===== config.mk =====
export PLATFORM = sky130hd
export DESIGN_NAME = uart_txn_sched
export DESIGN_NICKNAME = d
export VERILOG_FILES = /design/src/rtl/uart_sched_pkg.sv /design/src/rtl/rr_arbiter_onehot.sv /design/src/rtl/uart_txn_sched.sv
export SDC_FILE = /design/constraint.sdc
export NUM_CORES = 1
export LEC_CHECK = 0
export ABC_AREA = 1
export CAP_MARGIN = 10
export CORE_ASPECT_RATIO = 1.2
export CORE_MARGIN = 8
export CORE_UTILIZATION = 48
export DETAILED_ROUTE_END_ITERATION = 6
export PLACE_DENSITY = 0.95
export SYNTH_ARGS = -nofsm -noshare
export SYNTH_HDL_FRONTEND = slang
export SYNTH_SLANG_ARGS = --single-unit

===== constraint.sdc =====
create_clock -name clk -period 6.4 [get_ports clk]
set_input_delay 1.28 -clock clk [delete_from_list [all_inputs] [get_ports clk]]
set_output_delay 1.28 -clock clk [all_outputs]
set_load 0.005 [all_outputs]

===== src/rtl/uart_sched_pkg.sv =====
// uart_sched_pkg: shared widths and FSM state encoding for the uart transaction scheduler
package uart_sched_pkg;
    localparam int UART_DW = 8;
    localparam int UART_AW = 32;
    localparam int ID_W = 3;
    typedef enum logic [1:0] {IDLE = 2'd0, LOAD = 2'd1, RUN = 2'd2, CLEAR = 2'd3} state_t;
endpackage


===== src/rtl/rr_arbiter_onehot.sv =====
// rr_arbiter_onehot: combinational round-robin pick of the first request at or after ptr
module rr_arbiter_onehot import uart_sched_pkg::*; #(
    parameter int NREQ = 4
) (
    input  logic [NREQ-1:0] req,
    input  logic [ID_W-1:0] ptr,
    output logic [NREQ-1:0] onehot,
    output logic [ID_W-1:0] idx,
    output logic            any
);
    logic [ID_W-1:0] hi, lo;
    logic hi_v;
    // Descending scan leaves the lowest match in each candidate; hi covers [ptr..], lo the wrap.
    always_comb begin
        hi = '0;
        lo = '0;
        hi_v = 1'b0;
        any = 1'b0;
        for (int i = NREQ - 1; i >= 0; i--) begin
            if (req[i]) begin
                lo = ID_W'(i);
                any = 1'b1;
                if (ID_W'(i) >= ptr) begin
                    hi = ID_W'(i);
                    hi_v = 1'b1;
                end
            end
        end
        idx = hi_v ? hi : lo;
        onehot = any ? NREQ'(1) << idx : '0;
    end
endmodule


===== src/rtl/uart_txn_sched.sv =====
// uart_txn_sched: round-robin sequencer sharing one uart among NREQ requesters
module uart_txn_sched import uart_sched_pkg::*; #(
    parameter int NREQ = 4,
    parameter int TIMEOUT = 4096,
    parameter int CLR_CYCLES = 2
) (
    input  logic                 clk,
    input  logic                 reset,
    input  logic [NREQ-1:0]      req,
    input  logic [NREQ*8-1:0]    req_data,
    output logic [NREQ-1:0]      gnt,
    output logic                 rsp_valid,
    output logic [ID_W-1:0]      rsp_id,
    output logic [UART_DW-1:0]   rsp_data,
    output logic [UART_AW-1:0]   rsp_addr,
    output logic                 rsp_err,
    output logic                 busy,
    output logic [15:0]          done_cnt,
    output logic                 uart_en,
    output logic                 uart_reset,
    output logic [UART_DW-1:0]   uart_data_in,
    input  logic [UART_DW-1:0]   uart_data_out,
    input  logic                 uart_done,
    input  logic [UART_AW-1:0]   uart_address
);
    localparam int CW = $clog2(TIMEOUT + 1);
    localparam int KW = $clog2(CLR_CYCLES + 1);
    state_t state;
    logic [ID_W-1:0] rr_ptr, idx, a_idx;
    logic [NREQ-1:0] a_onehot, win;
    logic a_any;
    logic [CW-1:0] cnt;
    logic [KW-1:0] clr_cnt;
    logic [UART_DW-1:0] sel;
    logic fin;
    rr_arbiter_onehot #(.NREQ(NREQ)) arb (
        .req(req),
        .ptr(rr_ptr),
        .onehot(a_onehot),
        .idx(a_idx),
        .any(a_any)
    );
    always_comb begin
        sel = '0;
        for (int i = 0; i < NREQ; i++) sel |= a_onehot[i] ? req_data[8*i +: 8] : '0;
    end
    // done beats the timeout when both land in the same cycle
    assign fin = uart_done || cnt == CW'(TIMEOUT - 1);
    always_ff @(posedge clk) begin
        if (reset) begin
            state <= IDLE;
            rr_ptr <= '0;
            idx <= '0;
            win <= '0;
            cnt <= '0;
            clr_cnt <= '0;
            gnt <= '0;
            rsp_valid <= 1'b0;
            rsp_id <= '0;
            rsp_data <= '0;
            rsp_addr <= '0;
            rsp_err <= 1'b0;
            busy <= 1'b0;
            done_cnt <= '0;
            uart_en <= 1'b0;
            uart_reset <= 1'b1;
            uart_data_in <= '0;
        end else begin
            gnt <= '0;
            rsp_valid <= 1'b0;
            done_cnt <= done_cnt + 16'(state == RUN && uart_done);
            case (state)
                IDLE: begin
                    uart_reset <= 1'b0;
                    if (a_any) begin
                        idx <= a_idx;
                        win <= a_onehot;
                        uart_data_in <= sel;
                        busy <= 1'b1;
                        state <= LOAD;
                    end
                end
                LOAD: begin
                    gnt <= win;
                    rr_ptr <= idx == ID_W'(NREQ - 1) ? '0 : idx + ID_W'(1);
                    uart_en <= 1'b1;
                    cnt <= '0;
                    state <= RUN;
                end
                RUN: begin
                    cnt <= cnt + CW'(1);
                    if (fin) begin
                        rsp_valid <= 1'b1;
                        rsp_id <= idx;
                        rsp_err <= !uart_done;
                        rsp_data <= uart_done ? uart_data_out : '0;
                        rsp_addr <= uart_done ? uart_address : '0;
                        uart_en <= 1'b0;
                        uart_reset <= 1'b1;
                        clr_cnt <= '0;
                        state <= CLEAR;
                    end
                end
                CLEAR: begin
                    clr_cnt <= clr_cnt + KW'(1);
                    if (clr_cnt == KW'(CLR_CYCLES - 1)) begin
                        uart_reset <= 1'b0;
                        busy <= 1'b0;
                        state <= IDLE;
                    end
                end
                default: state <= IDLE;
            endcase
        end
    end
endmodule

==> results.json <==
{
  "status": "finished, final reports clean",
  "start_kind": "input port",
  "synth_async_sr_flop_share": 0,
  "cts_buffers": 9,
  "ys_seq_elements": 100,
  "setup_violations": 0,
  "drc": 0,
  "fin_area_um2": 6090,
  "core_area_um2": 8890,
  "finalClockSkew_ns": 0.00996,
  "synth_edf_count": 0,
  "syn_to_final_growth_pct": 40.8,
  "antenna_found_initial": 0,
  "cpMostUsedCell": "nand2_1",
  "ctsRootBufferMaster": "clkbuf_8",
  "cts-resized-gates": 0,
  "hold_path_class": "reg2reg",
  "grt_max_degree": 60,
  "syn-cell-area_um2": 4330,
  "final_hold_viol_count": 0,
  "drt-wirelength-per-cell_um": 15.2,
  "grt_usage": 0.204,
  "synthCells": 570,
  "avgSynthCellArea_um2": 7.59,
  "drv_slew": 0,
  "syn-num-nets": 659,
  "antenna_left": 0,
  "crit_path_end_kind": "register",
  "fmax_ghz": 0.320,
  "ios": 155,
  "synth-warning-count": 0,
  "drive_gt1_frac": 0.0657,
  "crit_arrival_ns": 3.40,
  "timing.final.crit_share": 0.489,
  "max-vdd-ir-drop_uv": 186,
  "path_clk_slew_ns": 0.09,
  "grt_pass1_vias": 4301,
  "drt_pass1_iterations": 5,
  "path_class": "in2reg",
  "postPlaceCellArea_um2": 5850,
  "grt_pass1_wl_mm": 20.1,
  "start_util": 0.487,
  "drt-initial-drc-count": 257,
  "power_density_nw_per_um2": 320,
  "critPathMaxFanout": 5,
  "clock_latency_ns": 0.37,
  "dieArea_um2": 12300,
  "hold_buffers": 0,
  "die_width_um": 103,
  "htree_levels": 3,
  "ys_seq_area_frac": 0.463,
  "via_count": 4337,
  "ys_types": 41,
  "cap_violations": 0,
  "grt_setup_unrepaired": "false",
  "wl_mm": 12.7,
  "place.gp.congestion": 0.873,
  "nets": 799,
  "synth_ff_type": "dfxtp_1",
  "leakagePower_nw": 2.25,
  "worst_pin_slew_ns": 0.701,
  "path_cells": "clkdlybuf4s50_1 -> nand2_1 -> clkinv_1 -> ha_1 -> ha_1 -> nand2_1 -> inv_2 -> nand2_1 -> nor3_4 -> nand3_1 -> nor2_2 -> inv_1 -> o21ai_1 -> nor2_1",
  "pre_cts_ws_ns": 2.93,
  "max_slew_margin": 0.532,
  "setup_tns_ns": 0,
  "io_buffers": 153,
  "num_antenna_cells": 0,
  "crit_slowest_cell": "clkdlybuf4s50_1",
  "required_ns": 6.67,
  "gr-total-overflow": 0,
  "slowest_delay_ns": 0.52,
  "layout_setup_ws_ns": 3.27,
  "post-cts-setup-buffer-count": 0,
  "cts_sinks": 100,
  "dp_hpwl_mm": 9.77,
  "viasPerCell": 5.19,
  "die_y_um": 120,
  "cts_buffer_depth": 2,
  "cts_tree": "built",
  "placementRows": 38,
  "layout_min_cycle_time_ns": 3.13
}
logic make-up after synthesis:
family	count (synthesis)	share of synthesized area
AO/OA/AOI/OAI	110	0.142
XOR/XNOR	1	0.00202
adder cells (fa/ha/maj)	10	0.0289
buffers and inverters	74	0.0798
flip-flops	100	0.463
other	1	0.000867
AND/OR/NAND/NOR	274	0.284
report_power, final:
group / total (mW) / internal [mW] / leakage (nW) / switching (mW)
clock: 0.466 / 0.259 / 0.117 / 0.208
sequential: 0.781 / 0.722 / 0.813 / 0.0591
combinational: 0.700 / 0.308 / 1.32 / 0.392
placed cells by master, fill, tap and decap left out, types with 3 or more instances in the layout:
cell / synthesis / layout
nand3_2: 3 / 3
inv_2: 5 / 5
nor3_1: 5 / 5
inv_1: 39 / 39
buf_4: 4 / 3
dfxtp_1: 100 / 100
bufinv_16: 0 / 3
nor2_1: 52 / 52
nand2_1: 141 / 141
a211oi_1: 5 / 5
a21oi_1: 70 / 70
nor2_2: 6 / 6
nand4_1: 18 / 18
clkbuf_8: 0 / 9
nor2_4: 3 / 3
ha_1: 10 / 10
clkdlybuf4s50_1: 0 / 152
o21ai_0: 22 / 22
nand3_1: 36 / 36
registers in the layout (all words and copies together) (netlist names):
register      flops
uart_reset        1
win               4
done_cnt         16
rr_ptr            2
gnt               4
clr_cnt           2
state             2
busy              1
rsp_err           1
rsp_id            2
uart_en           1
uart_data_in      8
rsp_addr         32
rsp_data          8
cnt              13
idx               2
rsp_valid         1
area by class of cell:
cell class | count | area [um^2]
inverter | 47 | 181
clock inverter | 5 | 100
clock buffer | 11 | 131
tap | 120 | 150
multi-input combinational | 396 | 1980
fill | 676 | 2800
sequential | 100 | 2000
timing repair buffer | 156 | 1550
per-stage QoR:
stage	util	power [mW]	std cells	hold slack [ns]
floorplan	-	1.23	570	0.405
CTS	0.684	1.95	834	0.452
detailed placement	0.658	1.49	818	0.436
global placement	0.658	1.45	818	0.436
global route	0.685	2.08	835	0.480
finish	0.685	1.95	835	0.450
layer usage:
metal	GRT usage	wire length, um	up-vias	part of all wire
li1	-	-	2152	-
met1	0.230	5020	2009	0.40
met2	0.351	6310	161	0.50
met3	0.0591	1160	15	0.092
met4	0.0736	200	0	0.016
met5	0	0	-	0
worst max-delay path, delay by kind of cell:
family	cells	cell delay (ns)
AND/OR/NAND/NOR	7	0.90
buffers and inverters	4	0.76
adder cells (fa/ha/maj)	2	0.34
AO/OA/AOI/OAI	1	0.12
final timing paths:
| check | cells past startpoint | from | end | slack (ns) |
|---|---|---|---|---|
| max | 14 | uart_done | done_cnt[10] | 3.27 |
| min | 2 | win[0] | gnt[0] | 0.45 |
| max reg2reg | 15 | state[0] | done_cnt[10] | 3.99 |
| min reg2reg | 2 | win[0] | gnt[0] | 0.45 |
cell usage after synthesis, types with 6 or more instances:
cell type | number | area share
nand3_1 | 36 | 0.042
clkbuf_1 | 15 | 0.013
nand2_1 | 141 | 0.12
o21ai_0 | 22 | 0.025
nor2_2 | 6 | 0.0087
a21oi_1 | 70 | 0.081
dfxtp_1 | 100 | 0.46
nand4_1 | 18 | 0.026
inv_1 | 39 | 0.034
buf_6 | 6 | 0.016
ha_1 | 10 | 0.029
nor2_1 | 52 | 0.045
No activity file was read; power rests on OpenSTA's default activity.
